## src/rtl/csa_out_axis_packer.sv

```systemverilog
// csa_out_axis_packer
// Takes 48-bit CSA results from the calc/RAM output stage, buffers them in a
// small FIFO and packs each pair of results into three 32-bit AXI-Stream
// beats. Every FRAME_RESULTS results the last beat carries tlast.
//
// Ports:
//   clk, rst          clock and asynchronous active-high reset
//   in_wen, in_wdata  result write strobe and {out2, out1, out0} payload
//   in_error_full     backpressure to the writer (one slot of headroom)
//   m_axis_*          AXI-Stream master (tvalid/tready/tdata/tlast)
//   axis_m_r_ready    registered "data pending" status bit
//   frame_count       completed frames (tlast handshakes), wraps
//   overflow_count    writes dropped on a full FIFO, saturates
module csa_out_axis_packer #(
  parameter int IN_WIDTH        = 48,
  parameter int AXIS_DATA_WIDTH = 32,
  parameter int FIFO_DEPTH      = 16,
  parameter int FRAME_RESULTS   = 8
) (
  input  logic                       clk,
  input  logic                       rst,
  input  logic                       in_wen,
  input  logic [IN_WIDTH-1:0]        in_wdata,
  output logic                       in_error_full,
  output logic                       m_axis_tvalid,
  input  logic                       m_axis_tready,
  output logic [AXIS_DATA_WIDTH-1:0] m_axis_tdata,
  output logic                       m_axis_tlast,
  output logic                       axis_m_r_ready,
  output logic [31:0]                frame_count,
  output logic [15:0]                overflow_count
);

  localparam int PW = $clog2(FIFO_DEPTH);
  localparam int CW = PW + 1;
  localparam int RW = (FRAME_RESULTS > 2) ? $clog2(FRAME_RESULTS) : 1;

  localparam logic [CW-1:0] DEPTH_C  = CW'(FIFO_DEPTH);
  localparam logic [CW-1:0] FULL_C   = CW'(FIFO_DEPTH - 1);
  localparam logic [CW-1:0] TWO_C    = CW'(2);
  localparam logic [RW-1:0] LAST_IDX = RW'(FRAME_RESULTS - 2);
  localparam logic [RW-1:0] IDX_STEP = RW'(2);

  typedef enum logic [1:0] {IDLE, B0, B1, B2} state_t;

  state_t              state;
  logic [IN_WIDTH-1:0] mem [FIFO_DEPTH];
  logic [PW-1:0]       wr_ptr;
  logic [PW-1:0]       rd_ptr;
  logic [PW-1:0]       rd_ptr_nxt;
  logic [CW-1:0]       count;
  logic [CW-1:0]       count_next;
  logic [RW-1:0]       res_idx;
  logic [15:0]         a_hi;
  logic [IN_WIDTH-1:0] b_reg;
  logic                hs;
  logic                wr_acc;
  logic                pop;
  logic                tvalid_next;

  // The full flag leaves one free slot because the writer samples it
  // at least a cycle before it actually writes.
  assign in_error_full = (count >= FULL_C);

  // Write acceptance looks at the pre-pop count, so a write and a pair pop
  // on the same edge never loses the write.
  assign hs          = m_axis_tvalid & m_axis_tready;
  assign wr_acc      = in_wen & (count != DEPTH_C);
  assign pop         = (count >= TWO_C) & ((state == IDLE) | ((state == B2) & hs));
  assign count_next  = count + {{(CW-1){1'b0}}, wr_acc} - (pop ? TWO_C : '0);
  assign rd_ptr_nxt  = rd_ptr + PW'(1);
  assign tvalid_next = pop | (m_axis_tvalid & ~((state == B2) & hs));

  // Result storage; contents are don't-care until written, so no reset.
  always_ff @(posedge clk) begin
    if (wr_acc) begin
      mem[wr_ptr] <= in_wdata;
    end
  end

  // FIFO bookkeeping, packer FSM, framing and counters.
  always_ff @(posedge clk or posedge rst) begin
    if (rst) begin
      state          <= IDLE;
      wr_ptr         <= '0;
      rd_ptr         <= '0;
      count          <= '0;
      res_idx        <= '0;
      a_hi           <= '0;
      b_reg          <= '0;
      m_axis_tvalid  <= 1'b0;
      m_axis_tdata   <= '0;
      m_axis_tlast   <= 1'b0;
      axis_m_r_ready <= 1'b0;
      frame_count    <= '0;
      overflow_count <= '0;
    end else begin
      count          <= count_next;
      axis_m_r_ready <= tvalid_next | (count_next >= TWO_C);

      if (wr_acc) begin
        wr_ptr <= wr_ptr + PW'(1);
      end
      if (pop) begin
        rd_ptr <= rd_ptr + PW'(2);
      end
      if (in_wen && (count == DEPTH_C) && (overflow_count != 16'hFFFF)) begin
        overflow_count <= overflow_count + 16'd1;
      end
      if (hs && m_axis_tlast) begin
        frame_count <= frame_count + 32'd1;
      end

      case (state)
        IDLE: begin
          if (pop) begin
            a_hi          <= mem[rd_ptr][47:32];
            b_reg         <= mem[rd_ptr_nxt];
            m_axis_tdata  <= mem[rd_ptr][31:0];
            m_axis_tvalid <= 1'b1;
            state         <= B0;
          end
        end
        B0: begin
          if (hs) begin
            m_axis_tdata <= {b_reg[15:0], a_hi};
            state        <= B1;
          end
        end
        B1: begin
          if (hs) begin
            m_axis_tdata <= b_reg[47:16];
            m_axis_tlast <= (res_idx == LAST_IDX);
            state        <= B2;
          end
        end
        B2: begin
          if (hs) begin
            m_axis_tlast <= 1'b0;
            res_idx      <= (res_idx == LAST_IDX) ? '0 : res_idx + IDX_STEP;
            // Chain straight into the next pair when one is ready so the
            // stream has no bubble between pairs.
            if (pop) begin
              a_hi         <= mem[rd_ptr][47:32];
              b_reg        <= mem[rd_ptr_nxt];
              m_axis_tdata <= mem[rd_ptr][31:0];
              state        <= B0;
            end else begin
              m_axis_tvalid <= 1'b0;
              state         <= IDLE;
            end
          end
        end
        default: state <= IDLE;
      endcase
    end
  end

endmodule

```

## config.mk

```make
export PLATFORM = sky130hd
export DESIGN_NAME = csa_out_axis_packer
export DESIGN_NICKNAME = d
export VERILOG_FILES = /design/src/rtl/csa_out_axis_packer.sv
export SDC_FILE = /design/constraint.sdc
export NUM_CORES = 1
export LEC_CHECK = 0
export ABC_CLOCK_PERIOD_IN_PS = 6900
export BUFFER_PORTS_ARGS = -buffer_cell sky130_fd_sc_hd__buf_2
export CAP_MARGIN = 20
export CORE_MARGIN = 2
export CORE_UTILIZATION = 50
export DETAILED_ROUTE_END_ITERATION = 7
export GPL_TIMING_DRIVEN = 0
export PLACE_DENSITY = 0.67
export SYNTH_ARGS = -nofsm -noshare
export SYNTH_HDL_FRONTEND = slang
export SYNTH_SLANG_ARGS = --single-unit
```

## constraint.sdc

```tcl
create_clock -name clk -period 6.9 [get_ports clk]
set_input_delay 1.725 -clock clk [delete_from_list [all_inputs] [get_ports clk]]
set_output_delay 1.725 -clock clk [all_outputs]
set_load 0.05 [all_outputs]
```

Yosys cells after proc, flatten, opt, wreduce, memory -nomap -nowiden
Memories as Yosys holds them, arrays and structs flattened.
Cells that the tools add are included.
{ "totals": {"ramBits": 768, "word_cells": 86, "n_memories": 1, "in_bits": 52, "regBits": 165, "out_inout_bits": 84} }
{ "op_classes": {"reduce_logical": 12, "magnitude_cmp": 3, "add_sub_neg": 8, "bitwise": 9, "eq_ne": 12, "n_mux": 28} }
{ "mem_list": {"columns": ["memory", "words", "word_bits", "read_ports", "rd_ports_with_merged_regs", "wr", "line_no", "text"], "rows": [
  ["mem", 16, 48, 2, 0, 1, "47", "logic [IN_WIDTH-1:0] mem [FIFO_DEPTH];"]
]} }
{ "ops": {"columns": ["operator", "count"], "rows": [
  ["$mux W32", 4],
  ["$pmux W32 S4", 1],
  ["$mux W48", 2],
  ["$pmux W48 S2", 1],
  ["$add A32 B1 Y32 const B", 1],
  ["$mux W16", 2],
  ["$pmux W16 S2", 1],
  ["$add A16 B1 Y16 const B", 1],
  ["$ne A16 B16 Y1 const B", 1],
  ["$ge A5 B2 Y1 const B", 2],
  ["$mux W2", 5],
  ["$ne A2 B2 Y1 const B", 5],
  ["$add A4 B1 Y4 const B", 2],
  ["$mux W1", 8],
  ["$pmux W2 S4", 1],
  ["$reduce_and A4 Y1", 2],
  ["$reduce_and A3 Y1", 2],
  ["$add A5 B1 Y5", 1],
  ["$and A1 B1 Y1", 5],
  ["$eq A5 B5 Y1 const B", 1],
  ["$ge A5 B4 Y1 const B", 1],
  ["$ne A5 B5 Y1 const B", 1],
  ["$sub A5 B2 Y5", 1],
  ["$add A4 B2 Y4 const B", 1],
  ["other kinds (12)", 20]
]} }

Depth between registers and ports, before layout
Gate-level depths: netlist of run 1.
{ "depth": {"word_depth": 8, "depth_mapped": 14, "depth_no_buf": 14} }

Worst setup path before layout of run 1
OpenSTA, ideal clock, no wires.
{ "synth_path": {"path_type": "input -> register", "startpoint": "in in_wen", "endpoint": "mem mem[3][0] (enable)", "setup_ns": 0.513, "arrival_ns": 5.565, "n_path_buf": 1, "required_time_ns": 6.387, "slack_ns": 0.822, "cell_stages": 4, "path_cell_list": "nor2b_1 clkbuf_1 nand2_1 nor3_1"} }
{ "synth_via": {"elab_chain_len": 3} }
{ "synth_rtl": {"columns": ["element", "line_no", "text"], "rows": [
  ["start: declaration", "22", "input logic in_wen,"],
  ["$and A1 B1 Y1", "68", "assign wr_acc = in_wen & (count != DEPTH_C);"],
  ["via wr_acc", "57", "logic wr_acc;"],
  ["$mux W1", "76", "if (wr_acc) begin"],
  ["$mux W1 (implied by the code)", "77", "mem[wr_ptr] <= in_wdata;"],
  ["end: declaration", "47", null]
]} }
The timed path passes the listed nets, and every way through them passes these cells.

Final worst setup path of run 1
{ "layout_path": {"startpoint": "in m_axis_tready", "endpoint": "reg axis_m_r_ready"} }
{ "layout_via": {"elab_chain_len": 8, "word_cells_on_any_way": 11, "cone_classes": "add/sub: 1; order compare: 1; mux: 1; bitwise: 8"} }
{ "layout_rtl": {"columns": ["element", "line_no", "text"], "rows": [
  ["start: declaration", "26", "input logic m_axis_tready,"],
  ["$and A1 B1 Y1", "67", "assign hs = m_axis_tvalid & m_axis_tready;"],
  ["$and A1 B1 Y1", "69", "assign pop = (count >= TWO_C) & ((state == IDLE) | ((state == B2) & hs));"],
  ["$or A1 B1 Y1", "69", null],
  ["$and A1 B1 Y1", "69", null],
  ["$mux W2", "70", "assign count_next = count + {{(CW-1){1'b0}}, wr_acc} - (pop ? TWO_C : '0);"],
  ["$sub A5 B2 Y5", "70", null],
  ["via count_next[4]", "52", "logic [CW-1:0] count_next;"],
  ["$ge A5 B2 Y1", "99", "axis_m_r_ready <= tvalid_next | (count_next >= TWO_C);"],
  ["$or A1 B1 Y1", "99", null],
  ["end signal: assignment", "99", null],
  ["end: declaration", "29", "output logic axis_m_r_ready,"]
]} }
The timed path passes the listed nets, and every way through them passes these cells.
A chain may end at the register's enable or synchronous reset.

==> results of run 1 <==
cells in the final DEF (no fill, tap or decap), types with 14 or more instances in the layout:
cell type / synthesis / final
xnor2_1: 41 / 41
nor2_1: 120 / 108
buf_12: 0 / 19
ha_1: 23 / 23
mux4_2: 130 / 130
buf_2: 31 / 166
buf_4: 22 / 24
buf_6: 0 / 18
nand3_1: 15 / 15
a31oi_1: 35 / 35
clkbuf_1: 31 / 45
a21oi_1: 74 / 74
mux2i_1: 218 / 218
inv_1: 50 / 49
buf_1: 16 / 16
clkinv_2: 0 / 22
dfrtp_1: 163 / 163
a22oi_1: 95 / 95
nand2_1: 36 / 36
clkbuf_16: 0 / 97
edfxtp_1: 768 / 768
clkinv_1: 0 / 14
metal layers:
layer,vias up,track usage,routed length (um)
met5,-,0,7
met4,2,0.0756,2640
met3,132,0.0460,6240
met2,785,0.365,40600
met1,9984,0.326,36100
li1,8311,-,-
layout make-up:
type / instances / share of cell area
buffer: 101 / 0.0119
timing repair buffer: 182 / 0.0348
tap: 950 / 0.0281
multi-input combinational: 880 / 0.202
sequential: 931 / 0.642
clock buffer: 117 / 0.0606
clock inverter: 60 / 0.0152
antenna: 1 / 0.0000592
inverter: 51 / 0.00471
per-stage QoR:
step	utilization	hold WS [ns]	instance area (um^2)
final	0.590	0.476	42300
after global routing	0.590	0.516	42300
after CTS	0.590	0.491	42300
after detailed placement	0.545	0.478	39100
after global placement	0.533	0.464	38100
after floorplan	-	0.480	36300
worst max-delay path, delay by kind of cell:
kind                       cells  cell delay [ns]
adders and majority gates      2             0.59
buffers and inverters          3             0.50
xor gates and xnor gates       1             0.16
AOI/OAI and AO/OA              2             0.80
and+or+nand+nor                5             1.07
report_power, final:
group,internal (uW),total [uW],switching (uW)
Clock,3060,5210,2150
Combinational,2300,6420,4120
Sequential,6940,7290,348
cells by family after synthesis:
| family | after synthesis | share of synthesized area |
|---|---|---|
| buffers and inverters | 152 | 0.0192 |
| AND/OR/NAND/NOR | 231 | 0.0310 |
| flip-flops | 931 | 0.748 |
| multiplexers | 353 | 0.142 |
| AO/OA/AOI/OAI | 223 | 0.0393 |
| XOR/XNOR | 50 | 0.0121 |
| adder cells (fa/ha/maj) | 23 | 0.00793 |
how the worst min path moves through the flow:
stage	slack, ns	cells past startpoint	endpoint	start
floorplan	0.48	1	res_idx[1]$_DFFE_PP0P_	res_idx[1]$_DFFE_PP0P_
CTS	0.49	1	frame_count[31]$_DFFE_PP0P_	frame_count[31]$_DFFE_PP0P_
finish	0.48	1	frame_count[31]$_DFFE_PP0P_	frame_count[31]$_DFFE_PP0P_
global route	0.52	1	frame_count[31]$_DFFE_PP0P_	frame_count[31]$_DFFE_PP0P_
detailed placement	0.48	1	frame_count[31]$_DFFE_PP0P_	frame_count[31]$_DFFE_PP0P_
global placement	0.46	1	frame_count[31]$_DFFE_PP0P_	frame_count[31]$_DFFE_PP0P_
==> flow_summary_export.csv, run 1 <==
group,metric,value,unit
worst_setup_path,arrival,4.84,ns
drt,via_per_inst,5.87,
synth,yosys.area.top_type,"edfxtp_1",
worst_setup_path,cp_cell_sequence,"buf_2 > and2_2 > nand2_1 > a21oi_1 > inv_1 > ha_1 > inv_1 > ha_1 > nand2b_1 > a21oi_1 > nor2_1 > xor2_1 > or4_1",
die,start_util,0.507,
layout,drive_gt1_frac,0.236,
timing,worstMarginPinSlew,1.05,ns
worst_setup_path,critPathMaxFanout,7,
die,die_w,273,um
layout,nets,2316,
drt,antenna_left,0,
drt,vias,19214,
clock_tree,clock-sinks,931,
global_route,grt_max_degree,130,
timing,slew_headroom,0.297,
place,place_ws,1.99,ns
clock_tree,post_cts_buffers,0,
die,fp.dieH,273,um
clock_tree,clk_path_buf_depth,3,
worst_setup_path,end_kind,"flip-flop",
die,core_area,71600,um^2
synth,yosys.area.top_type_share,0.636,
timing,period_needed,4.33,ns
worst_setup_path,rr_endpoint,"axis_m_r_ready$_DFF_PP0_",
layout,largest_reg_flops,768,
synth,synth_top_cells_by_count,"768 x edfxtp_1, 218 x mux2i_1, 163 x dfrtp_1",
place,placed_cells,3095,
drt,post_drt_wl_per_cell,26.2,um
timing,rsz0062_at_grt,"false",
die,ioPinCount,136,
global_route,grt_overflow_total,0,
synth,synth_edf_count,768,
synth,async_reset_ff_frac,0.175,
worst_setup_path,cp_data_required_time,7.41,ns
synth,yosysSeqAreaShare,0.748,
worst_setup_path,r2r_start,"count[3]$_DFF_PP0_",
worst_setup_path,cp_slowest_cell,"a21oi_1",
worst_setup_path,endpoint,"axis_m_r_ready$_DFF_PP0_",
synth,synth-seq-cells,931,
timing,setup_violations,0,
clock_tree,postCtsHoldBufs,0,
worst_setup_path,cp-startpoint,"m_axis_tready",
global_route,grt_pass1_vias,19466,
drt,wl,85600,um
clock_tree,cts_buffers,94,
power_and_ir_drop,leakage,0.0152,uW
synth,yosysWarnings,0,
synth,ys.flop_type,"edfxtp_1",
synth,syn_area,36300,um^2
place,placement.io_buffers,135,
clock_tree,cts-root-buf,"clkbuf_16",
timing,fin_crit_sh,0.628,
worst_setup_path,ff2ff_setup_slack,3.13,ns
synth,synth_most_common_cell,"edfxtp_1",
timing,finalHoldViolations,0,
layout,multi_input_area,8550,um^2
layout,seq_area,27100,um^2
clock_tree,clkTransAtPathRegs,0.06,ns
timing,fmax,231,MHz
synth,synth_cell_type_count,53,
worst_setup_path,max_stage_delay,0.65,ns
global_route,grt_pass1_wl,126000,um
power_and_ir_drop,peakVddDrop,0.374,mV
outcome,run_status,"finished clean",
clock_tree,post_cts_resize_count,0,
worst_setup_path,rr_worst_depth,14,
synth,avgSynthCellArea,18.5,um^2
min_path,hp-class,"reg -> reg",
clock_tree,htreeDepth,3,
timing,fin_ws,2.57,ns
power_and_ir_drop,powerDensity,448,nW/um^2
synth,syn-num-nets,2038,
die,rows,98,
timing,slew_viol_final,0,
synth,synthCells,1963,
layout,fin_cells,3273,
timing,fin_setup_tns,0,ns
worst_setup_path,critPathLaunchType,"input port",
global_route,antenna_found_initial,2,
timing,fin_skew,0.0248,ns
drt,firstDrtPassIters,5,
worst_setup_path,path_class,"in -> reg",
synth,ys_top_cells_by_area,"edfxtp_1 64%, dfrtp_1 11%, mux4_2 8.1%",
global_route,grt_use_total,0.231,
drt,drc,0,
layout,num-fill-cells,5234,
place,dp_hpwl,57600,um
clock_tree,cts_tree,"done",
power_and_ir_drop,total_power,18900,uW
run,maxCapViolCount,0,
drt,drt_iter0_drc,2092,
clock_tree,clk_latency,0.66,ns
die,die-area,74700,um^2
place,place.gp.congestion,0.864,
layout,syn2layout_area_growth,16.5,%
No activity file was read; power rests on OpenSTA's default activity.
==> inputs of run 2 (changes only) <==
ABC_CLOCK_PERIOD_IN_PS = 4500   (was 6900)
clock period = 4.5 ns   (was 6.9 ns; I/O delays follow)
==> run 2 against run 1 <==
Net effect: setup slack worse by 1.9 ns; worst hold slack improved by 0.0036 ns; register-to-register slack lost 2.4 ns; global-route usage up 0.058 points; clock skew down 0.00053 ns; combinational power grew 54%; clock power up 46%; sequential power increased by 54%; non-clock buffer count shrank 5; total power rose by 52%; largest power group unchanged; highest routed layer unchanged.
==> flow_summary_export.csv, run 2 (synthesized netlist as in run 1, its figures left out) <==
group,metric,value,unit
outcome,run_status,"finished clean",
drt,drt_iter0_drc,2030,
layout,largest_reg_flops,768,
layout,fin_cells,3265,
clock_tree,post_cts_buffers,0,
layout,num-fill-cells,5245,
worst_setup_path,endpoint,"axis_m_r_ready$_DFF_PP0_",
layout,layout_commonest_cell,"edfxtp_1",
clock_tree,post_cts_resize_count,0,
die,fp.dieH,273,um
run,maxCapViolCount,0,
clock_tree,clk_latency,0.65,ns
power_and_ir_drop,peakVddDrop,0.485,mV
layout,n_antenna_cell,0,
die,core_area,71600,um^2
global_route,grt_pass1_wl,126000,um
worst_setup_path,rr_endpoint,"axis_m_r_ready$_DFF_PP0_",
drt,antenna_left,0,
place,placed_cells,3090,
clock_tree,cts_buffers,94,
timing,setup_violations,0,
die,ioPinCount,136,
clock_tree,clkTransAtPathRegs,0.06,ns
worst_setup_path,r2r_start,"count[3]$_DFF_PP0_",
drt,vias,19227,
timing,finalHoldViolations,0,
min_path,hp-class,"reg -> reg",
global_route,grt_overflow_total,0,
drt,via_per_inst,5.89,
die,rows,98,
layout,nets,2311,
die,die_w,273,um
clock_tree,cts_tree,"done",
clock_tree,postCtsHoldBufs,0,
worst_setup_path,arrival,4.29,ns
timing,rsz0062_at_grt,"false",
timing,fmax,264,MHz
layout,multi_input_area,8580,um^2
clock_tree,cts-root-buf,"clkbuf_16",
layout,utilization,0.589,
worst_setup_path,rr_worst_depth,14,
timing,period_needed,3.78,ns
drt,post_drt_wl_per_cell,26.2,um
worst_setup_path,cp_data_required_time,5.00,ns
layout,final_cell_mix,"768 x edfxtp_1, 218 x mux2i_1, 166 x buf_2",
timing,slew_viol_final,0,
global_route,grt_use_total,0.232,
power_and_ir_drop,leakage,0.0152,uW
worst_setup_path,cp-startpoint,"count[3]$_DFF_PP0_",
place,place.gp.congestion,0.860,
global_route,grt_max_degree,46,
clock_tree,clk_path_buf_depth,3,
timing,worstMarginPinSlew,1.04,ns
global_route,grt_pass1_vias,19449,
drt,firstDrtPassIters,5,
layout,seq_area,27100,um^2
timing,fin_skew,0.0243,ns
place,dp_hpwl,58100,um
clock_tree,htreeDepth,3,
clock_tree,clock-sinks,931,
timing,whs,0.480,ns
layout,syn2layout_area_growth,16.4,%
timing,fin_crit_sh,0.840,
worst_setup_path,ff2ff_setup_slack,0.72,ns
drt,drc,0,
worst_setup_path,critPathMaxFanout,5,
worst_setup_path,end_kind,"flip-flop",
layout,drive_gt1_frac,0.232,
die,die-area,74700,um^2
power_and_ir_drop,powerDensity,680,nW/um^2
worst_setup_path,path_class,"reg -> reg",
worst_setup_path,critPathLaunchType,"flip-flop",
timing,slew_headroom,0.307,
die,start_util,0.507,
drt,wl,85400,um
global_route,antenna_found_initial,3,
place,placement.io_buffers,135,
==> run 2: cell count changes in the layout (fill, tap and decap cells not counted), moves of 3 or more <==
cell,change
buf_6,-18
clkbuf_1,+10
buf_12,+7
buf_16,+7
clkinv_2,+5
clkbuf_8,-4
clkinv_1,-4
nor3_2,-4
nor3_4,+4
bufinv_16,-3
==> run 2: worst min-delay path by stage <==
| stage | slack, ns | cells past startpoint | to | startpoint |
|---|---|---|---|---|
| 3_3_place_gp | 0.46 | 1 | frame_count[31]$_DFFE_PP0P_ | frame_count[31]$_DFFE_PP0P_ |
| 5_1_grt | 0.50 | 2 | frame_count[22]$_DFFE_PP0P_ | rst |
| 2_1_floorplan | 0.48 | 1 | res_idx[1]$_DFFE_PP0P_ | res_idx[1]$_DFFE_PP0P_ |
| 4_1_cts | 0.48 | 2 | frame_count[22]$_DFFE_PP0P_ | rst |
| 3_5_place_dp | 0.48 | 1 | frame_count[31]$_DFFE_PP0P_ | frame_count[31]$_DFFE_PP0P_ |
| 6_report | 0.48 | 1 | frame_count[31]$_DFFE_PP0P_ | frame_count[31]$_DFFE_PP0P_ |
==> run 2: cell type report <==
cell class / count / share of cell area
Sequential cell: 931 / 0.643
Clock buffer: 122 / 0.0597
Inverter: 51 / 0.00462
Buffer: 101 / 0.0119
Tap cell: 950 / 0.0282
Timing Repair Buffer: 177 / 0.0379
Clock inverter: 53 / 0.0115
Multi-Input combinational cell: 880 / 0.203
==> run 2: power breakdown <==
part	leakage, uW	internal, uW	switching, uW
Clock	0.00149	4420	3210
Combinational	0.00479	3560	6340
Sequential	0.00888	10600	543
==> run 2: routing by layer <==
layer | share of wire | wire length, um | global-route usage | vias to the layer above
met5 | 0.00020 | 17 | 0 | -
met4 | 0.028 | 2420 | 0.0716 | 4
met3 | 0.070 | 5940 | 0.0393 | 129
met2 | 0.48 | 40800 | 0.371 | 729
met1 | 0.42 | 36200 | 0.330 | 10082
li1 | - | - | - | 8283
==> run 2: per-stage QoR <==
stage          TNS (ns)  power, uW  area (um^2)  setup slack, ns
3_3_place_gp   -1655.80      20800        38200            -2.37
5_1_grt               0      29900        42200            0.490
3_5_place_dp          0      21200        39200            0.154
6_report              0      28700        42200            0.718
4_1_cts               0      28900        42200            0.755
2_1_floorplan         0      17600        36300            0.308
==> run 2: critical path: stages (launching register included) <==
cell	delay, ns
dfrtp_1	0.40
inv_1	0.14
ha_1	0.18
nand4bb_1	0.09
and3_1	0.24
a21oi_1	0.63
inv_1	0.32
ha_1	0.38
inv_1	0.04
ha_1	0.20
nand2b_1	0.14
a21oi_1	0.15
nor2_1	0.06
xor2_1	0.15
or4_1	0.50
==> inputs of run 3 (changes only) <==
ABC_CLOCK_PERIOD_IN_PS = 3800   (was 4500)
clock period = 3.8 ns   (was 4.5 ns; I/O delays follow)
==> run 3 against run 2 <==
Net effect: die area did not move; global-route usage fell by 0.10 points; sequential cell count did not move; setup slack got worse by 0.41 ns; register-to-register slack got worse by 0.41 ns; fmax rose by 8.3%; total power rose by 20%; largest cell class unchanged; largest power group unchanged; highest routed layer unchanged.
==> flow_summary_export.csv, run 3 (synthesized netlist as in run 1, its figures left out) <==
group,metric,value,unit
outcome,run_status,"finished clean",
timing,period_needed,3.49,ns
worst_setup_path,cp_data_required_time,4.14,ns
drt,wl,85500,um
clock_tree,post_cts_resize_count,1,
worst_setup_path,cp-startpoint,"count[2]$_DFF_PP0_",
worst_setup_path,cp_cell_sequence,"inv_1 > ha_1 > and4bb_2 > nor2b_1 > clkbuf_1 > nand2_1 > nor3_4 > buf_16 > buf_16 > buf_8",
global_route,grtUsageMet1,0.331,
global_route,grt_overflow_total,0,
layout,layout_commonest_cell,"edfxtp_1",
drt,post_drt_wl_per_cell,26.2,um
die,die-area,74700,um^2
global_route,grtUsageMet2,0.366,
clock_tree,cts-root-buf,"clkbuf_16",
power_and_ir_drop,leakage,0.0152,uW
clock_tree,clk_path_buf_depth,3,
worst_setup_path,critPathMaxFanout,15,
layout,drive_gt1_frac,0.228,
die,ioPinCount,136,
clock_tree,clkTransAtPathRegs,0.06,ns
global_route,grt_max_degree,38,
die,start_util,0.507,
die,fp.dieH,273,um
worst_setup_path,ff2ff_setup_slack,0.31,ns
layout,utilization,0.591,
worst_setup_path,crit_cells,10,
worst_setup_path,cp_common_cell,"buf_16",
clock_tree,clock-sinks,931,
worst_setup_path,max_stage_delay,0.73,ns
clock_tree,postCtsHoldBufs,0,
timing,slew_viol_final,0,
timing,fmax,286,MHz
global_route,antenna_found_initial,1,
layout,fin_cells,3266,
worst_setup_path,critPathLaunchType,"flip-flop",
layout,largest_reg_flops,768,
global_route,grt_pass1_wl,126000,um
worst_setup_path,path_class,"reg -> reg",
worst_setup_path,cp_top_family,"simple AND/OR/NAND/NOR gates",
clock_tree,clk_latency,0.66,ns
clock_tree,post_cts_buffers,0,
run,maxCapViolCount,0,
timing,finalHoldViolations,0,
timing,slew_headroom,0.291,
worst_setup_path,endpoint,"mem[2][14]$_DFFE_PP_",
place,place.gp.congestion,0.902,
global_route,grt_use_met3,0.0411,
die,die_w,273,um
worst_setup_path,rr_endpoint,"mem[2][14]$_DFFE_PP_",
global_route,grt_use_total,0.231,
drt,drt_iter0_drc,2226,
clock_tree,htreeDepth,3,
worst_setup_path,rr_worst_depth,10,
place,post_dp_cell_area,39200,um^2
place,dp_hpwl,57900,um
drt,via_per_inst,5.91,
worst_setup_path,cp_slowest_cell,"nor3_4",
layout,final_cell_mix,"768 x edfxtp_1, 218 x mux2i_1, 166 x buf_2",
power_and_ir_drop,powerDensity,811,nW/um^2
timing,rsz0062_at_grt,"false",
timing,whs,0.348,ns
timing,worstMarginPinSlew,1.06,ns
layout,fin_area,42300,um^2
timing,setup_violations,0,
die,core_area,71600,um^2
global_route,grt_pass1_vias,19170,
die,rows,98,
timing,fin_skew,0.0244,ns
worst_setup_path,cp_num_buf_inv,5,
place,placed_cells,3088,
drt,vias,19295,
layout,nets,2310,
min_path,hp-class,"in -> async",
drt,firstDrtPassIters,6,
worst_setup_path,r2r_start,"count[2]$_DFF_PP0_",
timing,fin_setup_tns,0,ns
place,placement.io_buffers,135,
drt,antenna_left,0,
clock_tree,cts_buffers,95,
timing,fin_crit_sh,0.919,
clock_tree,cts_tree,"done",
global_route,busiest_layer,"met2",
worst_setup_path,arrival,3.83,ns
drt,drc,0,
layout,syn2layout_area_growth,16.7,%
worst_setup_path,end_kind,"flip-flop",
power_and_ir_drop,peakVddDrop,0.506,mV
run 3: layout make-up:
| cell class | count | area, um^2 |
|---|---|---|
| tap | 950 | 1190 |
| clock buffer | 121 | 2500 |
| antenna | 1 | 2.50 |
| inverter | 51 | 195 |
| sequential | 931 | 27100 |
| fill | 5214 | 29300 |
| multi-input combinational | 880 | 8580 |
| clock inverter | 56 | 648 |
| buffer | 101 | 504 |
| timing repair buffer | 175 | 1570 |
run 3: metal layers:
| layer | share of wire | routed length (um) |
|---|---|---|
| met5 | 0.00015 | 13 |
| met4 | 0.027 | 2310 |
| met3 | 0.076 | 6520 |
| met2 | 0.47 | 40600 |
| met1 | 0.42 | 36100 |
run 3: how the worst min path moves through the flow:
stage                                        endpoint
final                     m_axis_tdata[2]$_DFFE_PP0P_
after global placement    frame_count[31]$_DFFE_PP0P_
after floorplan                res_idx[1]$_DFFE_PP0P_
after CTS                 frame_count[11]$_DFFE_PP0P_
after global routing      m_axis_tdata[2]$_DFFE_PP0P_
after detailed placement  frame_count[31]$_DFFE_PP0P_
run 3: where the power goes:
part	switching, uW	internal [uW]
clock	3820	5540
sequential	638	12600
combinational	7530	4210
run 3: metrics by stage:
stage / setup WS [ns] / power (uW)
2_1_floorplan: -0.247 / 20900
6_report: 0.308 / 34300
4_1_cts: 0.238 / 34600
3_5_place_dp: -0.418 / 25200
3_3_place_gp: -2.80 / 24600
5_1_grt: 0.0638 / 35800
